<file path="config.mk">
export PLATFORM = sky130hd
export DESIGN_NAME = atm_controller
export DESIGN_NICKNAME = d
export VERILOG_FILES = /design/src/rtl/atm_pkg.sv /design/src/rtl/atm_controller_stb_rise_det.sv /design/src/rtl/atm_controller.sv
export SDC_FILE = /design/constraint.sdc
export NUM_CORES = 1
export LEC_CHECK = 0
export CORE_MARGIN = 5
export CORE_UTILIZATION = 40
export CTS_BUF_LIST = sky130_fd_sc_hd__clkbuf_2 sky130_fd_sc_hd__clkbuf_4 sky130_fd_sc_hd__clkbuf_8
export DETAILED_ROUTE_END_ITERATION = 10
export PLACE_DENSITY = 0.64
export REMOVE_ABC_BUFFERS = 1
export SETUP_SLACK_MARGIN = 0.05
export SLEW_MARGIN = 20
export SYNTH_ARGS = -nofsm -noshare
export SYNTH_HDL_FRONTEND = slang
export SYNTH_SLANG_ARGS = --single-unit
</file>
<file path="constraint.sdc">
create_clock -name CLK -period 6.4 [get_ports CLK]
set_input_delay 0.96 -clock CLK [delete_from_list [all_inputs] [get_ports CLK]]
set_output_delay 0.96 -clock CLK [all_outputs]
set_load 0.03 [all_outputs]
</file>
<file path="src/rtl/atm_pkg.sv">
// Shared types and sizes for the ATM transaction controller.
// Latency: none (definitions only). Backpressure: none.
package atm_pkg;

    localparam int PIN_W          = 16;
    localparam int MONTO_W        = 32;
    localparam int BAL_W          = 64;
    localparam int MAX_INTENTOS   = 3;
    localparam int AVISO_INTENTOS = 2;

    typedef enum logic [2:0] {
        ESPERA_TARJETA,
        ESPERA_PIN,
        VERIFICA_PIN,
        ESPERA_MONTO,
        DEPOSITO,
        RETIRO,
        BLOQUEADO
    } state_t;

endpackage

</file>
<file path="src/rtl/atm_controller_stb_rise_det.sv">
// Strobe register plus rising-edge event: one event per strobe, however long it is held.
// Latency: event is combinational from stb; 1-cycle history register. Backpressure: none.
module stb_rise_det (
    input  logic clk,
    input  logic rst_n,
    input  logic stb,
    output logic evt
);

    logic stb_q;

    always_ff @(posedge clk or negedge rst_n) begin
        if (!rst_n) begin
            stb_q <= 1'b0;
        end else begin
            stb_q <= stb;
        end
    end

    assign evt = stb & ~stb_q;

endmodule

</file>
<file path="src/rtl/atm_controller.sv">
// ATM session controller: card, 4-digit BCD PIN with 3-try lockout, one deposit/withdrawal.
// Latency: results registered 1 cycle after the decision state. Backpressure: none; strobes are edge events.
// Optional inactivity timeout in the waiting states is built when ATM_TIMEOUT_EN is defined.
module atm_controller
    import atm_pkg::*;
#(
    parameter int TIMEOUT_CYCLES = 256
) (
    input  logic                CLK,
    input  logic                RESET,
    input  logic                TARJETA_RECIBIDA,
    input  logic                DIGITO_STB,
    input  logic [3:0]          DIGITO,
    input  logic [PIN_W-1:0]    PIN_CORRECTO,
    input  logic                TIPO_TRANS,
    input  logic                MONTO_STB,
    input  logic [MONTO_W-1:0]  MONTO,
    input  logic [BAL_W-1:0]    BALANCE_INICIAL,
    output logic [BAL_W-1:0]    BALANCE,
    output logic                BALANCE_ACTUALIZADO,
    output logic                ENTREGAR_DINERO,
    output logic                FONDOS_INSUFICIENTES,
    output logic                PIN_INCORRECTO,
    output logic                ADVERTENCIA,
    output logic                BLOQUEO,
    output logic                TIMEOUT
);

    state_t               state, state_d;
    logic [PIN_W-1:0]     pin_reg, pin_d;
    logic [1:0]           dig_cnt, dig_cnt_d;
    logic [1:0]           intentos, intentos_d;
    logic [MONTO_W-1:0]   monto_reg, monto_d;
    logic                 cargado;
    logic [BAL_W-1:0]     bal_d;
    logic                 act_d, ent_d, fond_d, pin_inc_d, adv_d, blq_d, to_d;
    logic                 dig_evt, monto_evt;
    logic [BAL_W-1:0]     monto_ext;

    assign monto_ext = {{(BAL_W-MONTO_W){1'b0}}, monto_reg};

    stb_rise_det u_dig_det (
        .clk   (CLK),
        .rst_n (RESET),
        .stb   (DIGITO_STB),
        .evt   (dig_evt)
    );

    stb_rise_det u_monto_det (
        .clk   (CLK),
        .rst_n (RESET),
        .stb   (MONTO_STB),
        .evt   (monto_evt)
    );

`ifdef ATM_TIMEOUT_EN
    localparam int CNT_W = $clog2(TIMEOUT_CYCLES + 1);
    logic [CNT_W-1:0] idle_cnt, idle_d;

    always_ff @(posedge CLK or negedge RESET) begin
        if (!RESET) begin
            idle_cnt <= '0;
        end else begin
            idle_cnt <= idle_d;
        end
    end
`endif

    always_comb begin
        state_d    = state;
        pin_d      = pin_reg;
        dig_cnt_d  = dig_cnt;
        intentos_d = intentos;
        monto_d    = monto_reg;
        bal_d      = BALANCE;
        act_d      = 1'b0;
        ent_d      = 1'b0;
        fond_d     = 1'b0;
        pin_inc_d  = 1'b0;
        adv_d      = ADVERTENCIA;
        blq_d      = BLOQUEO;
        to_d       = 1'b0;

        case (state)
            ESPERA_TARJETA: begin
                if (TARJETA_RECIBIDA) begin
                    state_d   = ESPERA_PIN;
                    dig_cnt_d = 2'd0;
                end
            end
            ESPERA_PIN: begin
                if (dig_evt) begin
                    pin_d     = {pin_reg[PIN_W-5:0], DIGITO};
                    dig_cnt_d = dig_cnt + 2'd1;
                    if (dig_cnt == 2'd3) begin
                        state_d = VERIFICA_PIN;
                    end
                end
            end
            VERIFICA_PIN: begin
                dig_cnt_d = 2'd0;
                if (pin_reg == PIN_CORRECTO) begin
                    state_d    = ESPERA_MONTO;
                    intentos_d = 2'd0;
                    adv_d      = 1'b0;
                end else begin
                    pin_inc_d  = 1'b1;
                    intentos_d = intentos + 2'd1;
                    if (intentos_d == 2'(MAX_INTENTOS)) begin
                        blq_d   = 1'b1;
                        state_d = BLOQUEADO;
                    end else begin
                        if (intentos_d == 2'(AVISO_INTENTOS)) begin
                            adv_d = 1'b1;
                        end
                        state_d = ESPERA_PIN;
                    end
                end
            end
            ESPERA_MONTO: begin
                if (monto_evt) begin
                    monto_d = MONTO;
                    state_d = TIPO_TRANS ? RETIRO : DEPOSITO;
                end
            end
            DEPOSITO: begin
                bal_d   = BALANCE + monto_ext;
                act_d   = 1'b1;
                state_d = ESPERA_TARJETA;
            end
            RETIRO: begin
                if (monto_ext <= BALANCE) begin
                    bal_d = BALANCE - monto_ext;
                    act_d = 1'b1;
                    ent_d = 1'b1;
                end else begin
                    fond_d = 1'b1;
                end
                state_d = ESPERA_TARJETA;
            end
            BLOQUEADO: begin
                blq_d = 1'b1;
            end
            default: begin
                state_d = ESPERA_TARJETA;
            end
        endcase

`ifdef ATM_TIMEOUT_EN
        // Non-waiting states hold the counter at zero, so entry always starts a fresh count.
        idle_d = '0;
        if ((state == ESPERA_PIN || state == ESPERA_MONTO) && !dig_evt && !monto_evt) begin
            if (idle_cnt == CNT_W'(TIMEOUT_CYCLES - 1)) begin
                to_d      = 1'b1;
                state_d   = ESPERA_TARJETA;
                dig_cnt_d = 2'd0;
            end else begin
                idle_d = idle_cnt + 1'b1;
            end
        end
`endif

        // The opening balance is loaded once, silently, on the first edge out of reset.
        if (!cargado) begin
            bal_d = BALANCE_INICIAL;
        end
    end

    always_ff @(posedge CLK or negedge RESET) begin
        if (!RESET) begin
            state                <= ESPERA_TARJETA;
            pin_reg              <= '0;
            dig_cnt              <= 2'd0;
            intentos             <= 2'd0;
            monto_reg            <= '0;
            cargado              <= 1'b0;
            BALANCE              <= '0;
            BALANCE_ACTUALIZADO  <= 1'b0;
            ENTREGAR_DINERO      <= 1'b0;
            FONDOS_INSUFICIENTES <= 1'b0;
            PIN_INCORRECTO       <= 1'b0;
            ADVERTENCIA          <= 1'b0;
            BLOQUEO              <= 1'b0;
            TIMEOUT              <= 1'b0;
        end else begin
            state                <= state_d;
            pin_reg              <= pin_d;
            dig_cnt              <= dig_cnt_d;
            intentos             <= intentos_d;
            monto_reg            <= monto_d;
            cargado              <= 1'b1;
            BALANCE              <= bal_d;
            BALANCE_ACTUALIZADO  <= act_d;
            ENTREGAR_DINERO      <= ent_d;
            FONDOS_INSUFICIENTES <= fond_d;
            PIN_INCORRECTO       <= pin_inc_d;
            ADVERTENCIA          <= adv_d;
            BLOQUEO              <= blq_d;
            TIMEOUT              <= to_d;
        end
    end

endmodule

</file>
==> flow_metrics.tcl, run 1 <==
set metrics [dict create \
    grt_pass1_wl_um 65240 \
    setup_slack_ns 2.258 \
    n_antenna_cell 0 \
    layout-drive-gt1-share 0.08105 \
    core_area_um2 27780 \
    avgSynthCellArea_um2 7.954 \
    power.total_mw 6.702 \
    placed_area_um2 13380 \
    grt-ovfl-total 0 \
    synth.distinct_cells 82 \
    relSlewSlack 0.4083 \
    firstDrtPassIters 5 \
    grt_setup_unrepaired "false" \
    grt_pass1_vias 11191 \
    grt_usage 0.2635 \
    io_pins 193 \
    place_ws_ns 2.327 \
    cts_resized 0 \
    antenna_found_initial 0 \
    yosysTopAreaCell "dfrtp_1" \
    clockRootBuffer "clkbuf_8" \
    antenna_left 0 \
    hold_viol_final 0 \
    dpl.hpwl_um 31810 \
    max_clock_freq_ghz 0.2414 \
    clk_latency_ns 0.46 \
    powerDensity_nw_per_um2 484.9 \
    holdCritPathClass "reg2reg" \
    post_cts_buffers 0 \
    clkSinkCount 128 \
    setup_viol 0 \
    ir_drop_uv 222.3 \
    tns_ns 0 \
    ys_async_sr_fraction 1.000 \
    io_buffers 191 \
    avgRoutedWirePerCell_um 21.69 \
    synth_edf_count 0 \
    cts_inserted_buffers 17 \
    seq_area_frac_synth 0.2846 \
    finalMaxSlewViolations 0 \
    fin_cells 1945 \
    required_ns 6.75 \
    area_growth_pct 22.80 \
    synth-main-ff-cell "dfrtp_1" \
    via_count 11495 \
    rows 61 \
    synth_top_cell_area_share 0.2846 \
    critPathKind "reg2reg" \
    syn_area_um2 11250 \
    end_kind "register" \
    synthCells 1415 \
    skew_ns 0.01690 \
    ys_ff_latch 128 \
    fin_crit_sh 0.6472 \
    synthTopCellsByArea "dfrtp_1 (28%), ha_1 (7.4%), a21oi_1 (6.0%), mux2_2 (5.0%), nor2_1 (4.7%)" \
    p_leak_nw 5.487 \
    htreeDepth 4 \
    cp_max_fo 31 \
    largest_reg_flops 64 \
    die_h_um 177.7 \
    maxCapViolations 0 \
    startpoint_type "register" \
    layout.nets 1745 \
    vias_per_cell 5.910 \
    min_period_ns 4.142 \
    status "finished, final reports clean" \
    final_util 0.4975 \
    timing.hold.ws_ns 0.4802 \
    yosysWarnings 0 \
    place.gp.congestion 0.9589 \
    initial_utilization 0.4051 \
    grt_start_max_net_pins 74 \
    cts_tree "built" \
    dieArea_um2 31590 \
    drt_iter0_markers 1192 \
    tightest_slew_ns 0.8808 \
    path_clk_slew_ns 0.10 \
    clock_path_buffers 2 \
    final_cell_area_um2 13820 \
    die_x_um 177.7 \
    drt_wl_total_um 42180 \
    dp_cells 1913 \
    fill_cells 2781 \
    cp_data_arrival_time_ns 4.49 \
    cts-hold-fix-buffers 0 \
    route.detailed.drc 0 \
]
cell usage after synthesis (9+ instances only):
| cell type | n |
|---|---|
| nor2_1 | 141 |
| buf_2 | 24 |
| or4_1 | 10 |
| nand3_1 | 48 |
| dfrtp_1 | 128 |
| mux2i_1 | 9 |
| o31ai_1 | 21 |
| nand2b_1 | 15 |
| mux2_2 | 50 |
| clkbuf_1 | 53 |
| nor2b_1 | 18 |
| nor4_1 | 21 |
| nor3_1 | 43 |
| inv_1 | 83 |
| a211oi_1 | 21 |
| and3_1 | 20 |
| and2_1 | 9 |
| nand4_1 | 38 |
| xnor2_1 | 48 |
| ha_1 | 67 |
| a211o_1 | 10 |
| a21o_1 | 27 |
| or3_1 | 17 |
| a21oi_1 | 135 |
| o21ai_1 | 18 |
| o211ai_1 | 22 |
| o21bai_1 | 9 |
| a31oi_1 | 27 |
| o21ai_0 | 55 |
| nand2_1 | 98 |
metal layers:
| metal | wire length, um | up-vias | track usage |
|---|---|---|---|
| met5 | 0 | - | 0 |
| li1 | - | 5454 | - |
| met1 | 19070 | 5525 | 0.3759 |
| met2 | 19280 | 452 | 0.4172 |
| met4 | 966 | 0 | 0.07154 |
| met3 | 2871 | 64 | 0.03984 |
worst max-delay path, stage by stage, from the launching register on:
cell and delay, ns:
dfrtp_1 0.41, inv_1 0.06, ha_1 0.54, nand4_1 0.26, nor3_1 0.37, nand2_1 0.10
or4_1 0.44, and3_4 0.23, a31o_4 0.23, clkinv_1 0.26, buf_4 0.44, nor2_1 0.09
a221o_1 0.27, a211o_1 0.27
layout by cell type, fill, tap and decap left out, types with 22 or more instances in the layout:
| cell type | n |
|---|---|
| xnor2_1 | 48 |
| nand4_1 | 38 |
| clkdlybuf4s50_1 | 190 |
| nor2_1 | 141 |
| ha_1 | 67 |
| o211ai_1 | 22 |
| dfrtp_1 | 127 |
| mux2_2 | 50 |
| nand2_1 | 98 |
| inv_1 | 83 |
| nand3_1 | 48 |
| a21o_1 | 27 |
| a31oi_1 | 27 |
| o21ai_0 | 55 |
| a21oi_1 | 135 |
| nor3_1 | 43 |
path summary, 6_finish.rpt:
kind	startpoint	endpoint	slack, ns	cells past startpoint
max	monto_reg[31]	BALANCE[61]	2.26	13
min	BLOQUEO	BLOQUEO	0.48	1
max reg2reg	monto_reg[31]	BALANCE[61]	2.26	13
min reg2reg	BLOQUEO	BLOQUEO	0.48	1
max in group asynchronous	RESET	cargado	4.60	2
min in group asynchronous	RESET	monto_reg[9]	0.49	1
cells by family (layout without fill, tap and decap cells):
kind of cell,count (synthesis),count (layout),share of synthesized area
buffers and inverters,169,321,0.06170
xor gates and xnor gates,54,54,0.04202
and+or+nand+nor,509,509,0.2276
adders and majority gates,69,69,0.07804
muxes,59,59,0.05803
other,2,2,0.0006673
DFF,128,128,0.2846
AOI/OAI and AO/OA,425,425,0.2474
final cells by class:
class	count	area, um2	share of cell area
Multi-Input combinational cell	1118	7370	0.5332
Sequential cell	128	3207	0.2320
Timing Repair Buffer	205	2018	0.1460
Tap cell	378	473.0	0.03422
Inverter	84	315.3	0.02281
Clock buffer	19	261.5	0.01892
Clock inverter	13	176.4	0.01276
where the power goes:
| group | switching, mW | internal (mW) |
|---|---|---|
| clock | 0.401 | 0.415 |
| combinational | 2.81 | 1.66 |
| sequential | 0.331 | 1.08 |
| total | 3.54 | 3.16 |
No activity file was read; power rests on OpenSTA's default activity.
==> inputs of run 2 (changes only) <==
==> constraint.sdc (replaced) <==
create_clock -name CLK -period 3.9 [get_ports CLK]
set_input_delay 0.585 -clock CLK [delete_from_list [all_inputs] [get_ports CLK]]
set_output_delay 0.585 -clock CLK [all_outputs]
set_load 0.03 [all_outputs]
==> run 2 against run 1 <==
Compared with the run above:
- clock-buffer cell count unchanged
- fmax up 13%
- sequential cell count unchanged
- critical endpoint unchanged
- largest cell class unchanged
==> flow_metrics.tcl, run 2 (synthesis results as in run 1) <==
set metrics [dict create \
    drt_wl_total_um 42690 \
    multi_input_area_um2 7365 \
    place.gp.congestion 1.020 \
    fin_crit_sh 0.9379 \
    dieArea_um2 31590 \
    relSlewSlack 0.4793 \
    clockRootBuffer "clkbuf_8" \
    cts_inserted_buffers 17 \
    startpoint_type "register" \
    grt_start_max_net_pins 75 \
    end_kind "register" \
    maxCapViolations 0 \
    grt_setup_unrepaired "false" \
    grt_usage 0.2690 \
    grt_pass1_vias 11747 \
    grt_pass1_wl_um 67300 \
    crit_chain "ha_1 > nand4_1 > nor4_4 > nand2_1 > or4_1 > and3_4 > a31o_4 > clkinv_1 > buf_12 > nor2_1 > a221o_1 > a211o_1" \
    hold_viol_final 0 \
    rows 61 \
    die_x_um 177.7 \
    timing.hold.ws_ns 0.07354 \
    critPathKind "reg2reg" \
    min_period_ns 3.658 \
    dpl.hpwl_um 33090 \
    via_count 11812 \
    crit_family "simple AND/OR/NAND/NOR gates" \
    cts_tree "built" \
    io_buffers 191 \
    use_met2 0.4404 \
    route.detailed.drc 0 \
    met1_usage 0.3727 \
    seqCellArea_um2 3207 \
    p_leak_nw 5.728 \
    setup_viol 0 \
    max_clock_freq_ghz 0.2734 \
    antenna_left 0 \
    slowest_stage "ha_1" \
    layout-drive-gt1-share 0.1089 \
    grt-ovfl-total 0 \
    clkSinkCount 128 \
    crit_buf_inv 2 \
    cp_max_fo 43 \
    final_common_cell "clkdlybuf4s50_1" \
    avgRoutedWirePerCell_um 21.41 \
    htreeDepth 4 \
    cp_data_arrival_time_ns 4.02 \
    die_h_um 177.7 \
    io_pins 193 \
    vias_per_cell 5.924 \
    clk_latency_ns 0.47 \
    tightest_slew_ns 0.7811 \
    initial_utilization 0.4051 \
    layout.nets 1794 \
    cp_slowest_stage_delay_ns 0.56 \
    ir_drop_uv 353.0 \
    fill_cells 2784 \
    area_growth_pct 26.17 \
    met3_usage 0.03664 \
    n_antenna_cell 0 \
    drt_iter0_markers 1113 \
    tns_ns 0 \
    core_area_um2 27780 \
    firstDrtPassIters 6 \
    finalMaxSlewViolations 0 \
    status "finished, final reports clean" \
    path_clk_slew_ns 0.09 \
    cts-hold-fix-buffers 0 \
    antenna_found_initial 0 \
    holdCritPathClass "in2async" \
    clock_path_buffers 2 \
    skew_ns 0.01653 \
    powerDensity_nw_per_um2 795.0 \
    busiest_layer "met2" \
    largest_reg_flops 64 \
    final_cell_mix "clkdlybuf4s50_1 (190), nor2_1 (141), a21oi_1 (135)" \
    required_ns 4.26 \
]
[run 2: worst paths after layout]
| check | start | end | slack (ns) | cells past startpoint |
|---|---|---|---|---|
| max | BALANCE[22] | BALANCE[61] | 0.24 | 12 |
| max in group asynchronous | RESET | monto_reg[28] | 3.02 | 2 |
| min reg2reg | BLOQUEO | BLOQUEO | 0.48 | 1 |
| min in group CLK | BLOQUEO | BLOQUEO | 0.48 | 1 |
| min | RESET | BALANCE[10] | 0.07 | 1 |
| max reg2reg | BALANCE[22] | BALANCE[61] | 0.24 | 12 |
[run 2: layer usage]
layer	up-vias	wire length, um
li1	5544	-
met1	5720	18980
met2	474	20030
met3	74	2602
met4	0	1083
met5	-	0
[run 2: layout make-up]
class / instances / share of cell area
inverter: 84 / 0.02220
tap: 378 / 0.03331
multi-input combinational: 1118 / 0.5186
sequential: 128 / 0.2258
clock buffer: 19 / 0.01753
clock inverter: 13 / 0.01093
timing repair buffer: 254 / 0.1716
[run 2: power by group]
group	internal (mW)	switching (mW)
registers	1.78	0.483
logic	2.98	4.80
clock network	0.596	0.654
[run 2: worst register-to-register path, cell delays in order (launching register included)]
cell and delay (ns):
dfrtp_1 0.44, ha_1 0.56, nand4_1 0.21, nor4_4 0.32, nand2_1 0.10, or4_1 0.45, and3_4 0.22, a31o_4 0.31
clkinv_1 0.11, buf_12 0.23, nor2_1 0.09, a221o_1 0.26, a211o_1 0.27
[run 2: through the flow]
step	total power, mW	cell area (um2)	setup WS, ns	cells	utilization
2_1_floorplan	7.184	10880	-0.6719	1330	-
3_3_place_gp	9.868	13780	0.1767	1960	0.4959
3_5_place_dp	9.895	13780	0.1935	1960	0.4959
4_1_cts	11.20	14180	0.1767	1992	0.5105
5_1_grt	12.10	14200	0.06213	1994	0.5111
6_report	11.29	14200	0.2420	1994	0.5111
[run 2: what timing repair did]
item | 4_1_cts | 5_1_grt
gates resized for setup | 0 | 1
endpoints found under the setup margin | 0 | 1
setup buffers | 0 | 2
==> variant 1: new RTL, settings of run 2 <==
Add a define of `ATM_TIMEOUT_EN`.
--- a/src/rtl/atm_controller.sv
+++ b/src/rtl/atm_controller.sv
@@ -2,4 +2,6 @@
 // Latency: results registered 1 cycle after the decision state. Backpressure: none; strobes are edge events.
 // Optional inactivity timeout in the waiting states is built when ATM_TIMEOUT_EN is defined.
+`define ATM_TIMEOUT_EN
+
 module atm_controller
     import atm_pkg::*;
Function: same outputs for any inputs over 10 cycles, from zero or initial values and one cycle with RESET low; that may be too few to reach the edited logic, so the function may still have changed.
==> variant 1 against run 2 <==
  * Non-clock buffer count increased by 26
  * Count of clock-buffer cells in the layout decreased by 1
  * Global-route usage decreased by 0.24 points
  * First-iteration DRC count increased by 8.4%
  * Critical path type unchanged
  * Sequential share of layout area increased by 0.77 points
  * Sequential cell count increased by 10
  * Wire length increased by 3.8%
  * Power decreased by 16%
  * Synthesized area increased by 3.5%
  * Core utilization increased by 0.46 points
  * Via count increased by 6.2%
  * Setup slack got worse by 0.030 ns
  * Final area increased by 4.2%
==> variant 1: results (changes against run 2) <==
- Status: finished clean (unchanged)
- Number of DRC markers in iteration 0: 1206 (was 1113)
- Register-to-register path setup slack: 0.21 ns (was 0.24 ns)
- Most frequent cells after synthesis: nor2_1 (175), nand2_1 (155), dfrtp_1 (138), a21oi_1 (130), o21ai_0 (97) (was nor2_1 (141), a21oi_1 (135), dfrtp_1 (128), nand2_1 (98), inv_1 (83))
- Proportion of synthesized chip area in sequential cells: 29.6% (was 28.5%)
- Antenna violations before repair: 3 (was 0)
- First-pass GRT wire length: 70300 um (was 67300 um)
- Share of post-route cells with drive strength above 1: 9.45% (was 10.9%)
- Internal Dissipation: 4.69 mW (was 5.35 mW)
- Mapped Cells: 1519 (was 1415)
- Maximum number of pins on one net before global-route repair: 61 (was 75)
- Largest cells by area after synthesis: dfrtp_1 (30%), ha_1 (7.3%), nor2_1 (5.6%), a21oi_1 (5.6%), nand2_1 (5.0%) (was dfrtp_1 (28%), ha_1 (7.4%), a21oi_1 (6.0%), mux2_2 (5.0%), nor2_1 (4.7%))
- Relative slew slack: 37.7% (was 47.9%)
- Initial DRT Pass Iterations: 5 (was 6)
- Final HPWL from detailed placement: 34400 um (was 33100 um)
- Worst setup path startpoint: monto_reg[1] (was BALANCE[22])
- RePlAce Congestion: 0.970 (was 1.02)
- Pre-CTS setup slack: 0.223 ns (was 0.193 ns)
- Capture instance of the worst register-to-register path: BALANCE[37] (was BALANCE[61])
- Routed via count: 12500 (was 11800)
- Via density per instance: 5.92 (about the same)
- Cell count after placement: 2088 (was 1960)
- Number of library cell types mapped by synthesis: 79 (was 82)
- Total detailed-routing wirelength: 44300 um (was 42700 um)
- Data arrival at the endpoint of the critical path: 4.04 ns (was 4.02 ns)
- Final nets: 1915 (was 1794)
variant 1: area by class of cell:
class                      instances  area (um^2)
sequential                       138         3460
multi-input combinational       1210         7550
clock buffer                      18          248
inverter                          76          285
tap                              384          480
clock inverter                    14          146
fill                            2855        13900
timing repair buffer             280         2630
variant 1: critical path: stages, from the launching register on:
cell and delay (ns):
dfrtp_1 0.41, inv_1 0.10, ha_1 0.33, nand2b_1 0.19
a221oi_1 0.27, buf_4 0.17, o211a_1 0.23, a211oi_1 0.10
buf_4 0.19, nor4_1 0.80, o211ai_1 0.29, nor3_1 0.25
xnor2_1 0.16, a21oi_1 0.08
variant 1: how the worst min path moves through the flow:
stage / from / to / slack, ns / cells past startpoint
final: RESET / BALANCE[22] / 0.04 / 1
after global routing: RESET / BALANCE[22] / 0.07 / 1
after CTS: RESET / monto_reg[23] / 0.03 / 1
after detailed placement: BLOQUEO / BLOQUEO / 0.46 / 1
after global placement: BLOQUEO / BLOQUEO / 0.47 / 1
after floorplan: RESET / ADVERTENCIA / 0.29 / 0
variant 1: cell families after synthesis:
family	after synthesis	share of synthesized area, %
xor+xnor	67	5.04
buf+inv	171	5.82
fa+ha+maj	70	7.65
flops	138	29.6
simple gates	621	26.3
compound gates	427	23.3
other cells	1	0.0322
mux	24	2.28
variant 1: power by group through the flow:
stage	combinational [mW]	clock, mW	sequential, mW
4_1_cts	5.94	1.28	2.14
3_3_place_gp	5.91	0	2.15
2_1_floorplan	3.67	0	2.28
3_5_place_dp	5.90	0	2.16
5_1_grt	6.62	1.34	2.20
6_report	6.04	1.25	2.14
variant 1: metal layers:
| metal | vias to the layer above | share of wire, % | track usage [%] |
|---|---|---|---|
| met2 | 527 | 44 | 41.4 |
| met3 | 105 | 8.1 | 7.04 |
| li1 | 5954 | - | - |
| met4 | 6 | 2.9 | 8.77 |
| met1 | 5949 | 45 | 36.2 |
| met5 | - | 0.093 | 0 |
variant 1: stage by stage:
| step | cell area [um^2] | hold WS, ns |
|---|---|---|
| 2_1_floorplan | 11300 | 0.289 |
| 3_5_place_dp | 14400 | 0.462 |
| 3_3_place_gp | 14400 | 0.466 |
| 6_report | 14800 | 0.0413 |
| 5_1_grt | 14800 | 0.0668 |
| 4_1_cts | 14800 | 0.0346 |
variant 1: timing repair:
item	4_1_cts	5_1_grt
buffers inserted	0	0
setup endpoints to repair	0	10
resized for setup	0	4
==> variant 2: new RTL, flow settings as in run 2 <==
Without the edit above. Re-encode `state_t` (7 states) as one-hot, 7 bits wide.
--- a/src/rtl/atm_pkg.sv
+++ b/src/rtl/atm_pkg.sv
@@ -9,12 +9,12 @@
     localparam int AVISO_INTENTOS = 2;
 
-    typedef enum logic [2:0] {
-        ESPERA_TARJETA,
-        ESPERA_PIN,
-        VERIFICA_PIN,
-        ESPERA_MONTO,
-        DEPOSITO,
-        RETIRO,
-        BLOQUEADO
+    typedef enum logic [6:0] {
+        ESPERA_TARJETA = 7'b0000001,
+        ESPERA_PIN     = 7'b0000010,
+        VERIFICA_PIN   = 7'b0000100,
+        ESPERA_MONTO   = 7'b0001000,
+        DEPOSITO       = 7'b0010000,
+        RETIRO         = 7'b0100000,
+        BLOQUEADO      = 7'b1000000
     } state_t;
 
Behaviour: no difference found for any inputs over 10 cycles, from zero or initial values and one cycle with RESET low; not proved beyond that.
==> variant 2 against run 2 <==
  * Final area grew 4.3%
  * Synthesized area grew 2.8%
  * Count of clock-buffer cells in the layout shrank 2
  * Setup slack lost 0.068 ns
  * Wire length grew 3.2%
  * Final cell count grew 4.9%
  * Die area grew 2.7%
  * Maximum frequency shrank 1.8%
  * Sequential cell count grew 4
  * Critical endpoint is now BALANCE[56]
Power is not compared: it rests on default switching activity, and its combinational part moved more than twofold at a synthesized area within 25%.
==> variant 2: results (changes against run 2) <==
- Initial DRT Pass Iterations: 5 (was 6)
- Data arrival at the endpoint of the critical path: 4.09 ns (was 4.02 ns)
- Maximum number of pins on one net before global-route repair: 83 (was 75)
- Register-to-register path setup slack: 0.17 ns (was 0.24 ns)
- Capture instance of the worst register-to-register path: BALANCE[56] (was BALANCE[61])
- Number of cells on the worst reg-to-reg path: 10 (was 12)
- Post-Route Hold Slack: 0.125 ns (was 0.0735 ns)
- Final nets: 1886 (was 1794)
- Status: finished clean (unchanged)
- Final HPWL from detailed placement: 34100 um (was 33100 um)
- Start of the worst register-to-register path: BALANCE[8] (was BALANCE[22])
- Total detailed-routing wirelength: 44100 um (was 42700 um)
- Number of DRC markers in iteration 0: 1116 (was 1113)
- Number of flip-flops under the largest register name: 64 (unchanged)
- Relative slew slack: 43.9% (was 47.9%)
- Mapped Cells: 1472 (was 1415)
- Pre-CTS setup slack: 0.0466 ns (was 0.193 ns)
- Post-DR wirelength/cell: 21.1 um (was 21.4 um)
- Crit-path max cell delay: 0.64 ns (was 0.56 ns)
- Via density per instance: 5.97 (was 5.92)
- Cell count after placement: 2060 (was 1960)
- RePlAce Congestion: 1.01 (was 1.02)
- Via count of the first global-routing pass: 12100 (was 11700)
- Delay-heaviest family, CP: compound AO/OA/AOI/OAI gates (was simple AND/OR/NAND/NOR gates)
- Clock transition time at the flip-flop clock pins of the worst setup and hold paths: 0.10 ns
- Placement Cell Area: 14400 um^2 (was 13800 um^2)
- Critical Path Slowest Stage Cell: or4_1 (was ha_1)
- Proportion of synthesized chip area in sequential cells: 28.6% (was 28.5%)
- Filler cell count in the final layout: 2707 (was 2784)
- First-pass GRT wire length: 69200 um (was 67300 um)
- GRT Overall Usage: 26.2% (was 26.9%)
- Largest cells by area after synthesis: dfrtp_1 (28%), ha_1 (7.2%), a21oi_1 (5.3%), mux2_2 (5.0%), nand2_1 (4.5%) (was dfrtp_1 (28%), ha_1 (7.4%), a21oi_1 (6.0%), mux2_2 (5.0%), nor2_1 (4.7%))
- Worst setup skew after layout: 0.0171 ns (was 0.0165 ns)
- Number of library cell types mapped by synthesis: 79 (was 82)
[variant 2: kinds of logic after synthesis]
logic type,Yosys count,share of synthesized area [%]
buffers and inverters,174,5.99
multiplexers,68,6.43
adder cells (fa/ha/maj),69,7.59
other,2,0.0649
flip-flops,132,28.6
XOR/XNOR,39,2.95
AO/OA/AOI/OAI,400,22.7
AND/OR/NAND/NOR,588,25.7
[variant 2: worst max-delay path by stage]
| stage | start | to | slack [ns] | cells past startpoint |
|---|---|---|---|---|
| final | BALANCE[8] | BALANCE[56] | 0.17 | 10 |
| after global routing | BALANCE[8] | BALANCE[54] | 0.09 | 10 |
| after CTS | BALANCE[19] | BALANCE[56] | 0.11 | 11 |
| after detailed placement | BALANCE[8] | BALANCE[56] | 0.05 | 10 |
| after global placement | BALANCE[9] | BALANCE[56] | 0.03 | 10 |
| after floorplan | BALANCE[40] | BALANCE[37] | -0.81 | 10 |
[variant 2: final cells by class]
class	instances	share of cell area [%]
well taps	384	3.24
clock buffers	17	1.58
clock inverters	15	0.963
inverters	89	2.26
multi-input cells	1166	51.5
repair buffers	289	18.1
flip-flops and latches	132	22.3
[variant 2: per-layer routing]
layer | wire length (um) | share of wire [%] | track usage, % | vias up
met3 | 3190 | 7.2 | 5.21 | 61
met1 | 19700 | 45 | 36.5 | 6047
li1 | - | - | - | 5838
met2 | 20300 | 46 | 42.1 | 537
met5 | 0 | 0 | 0 | -
met4 | 872 | 2.0 | 6.59 | 0
[variant 2: timing repair]
action                                  4_1_cts  5_1_grt
endpoints found under the setup margin        2       14
hold buffers                                  0        0
gates resized for setup                       1       11
hold endpoints to repair                      0        0
pin swaps                                     0        1
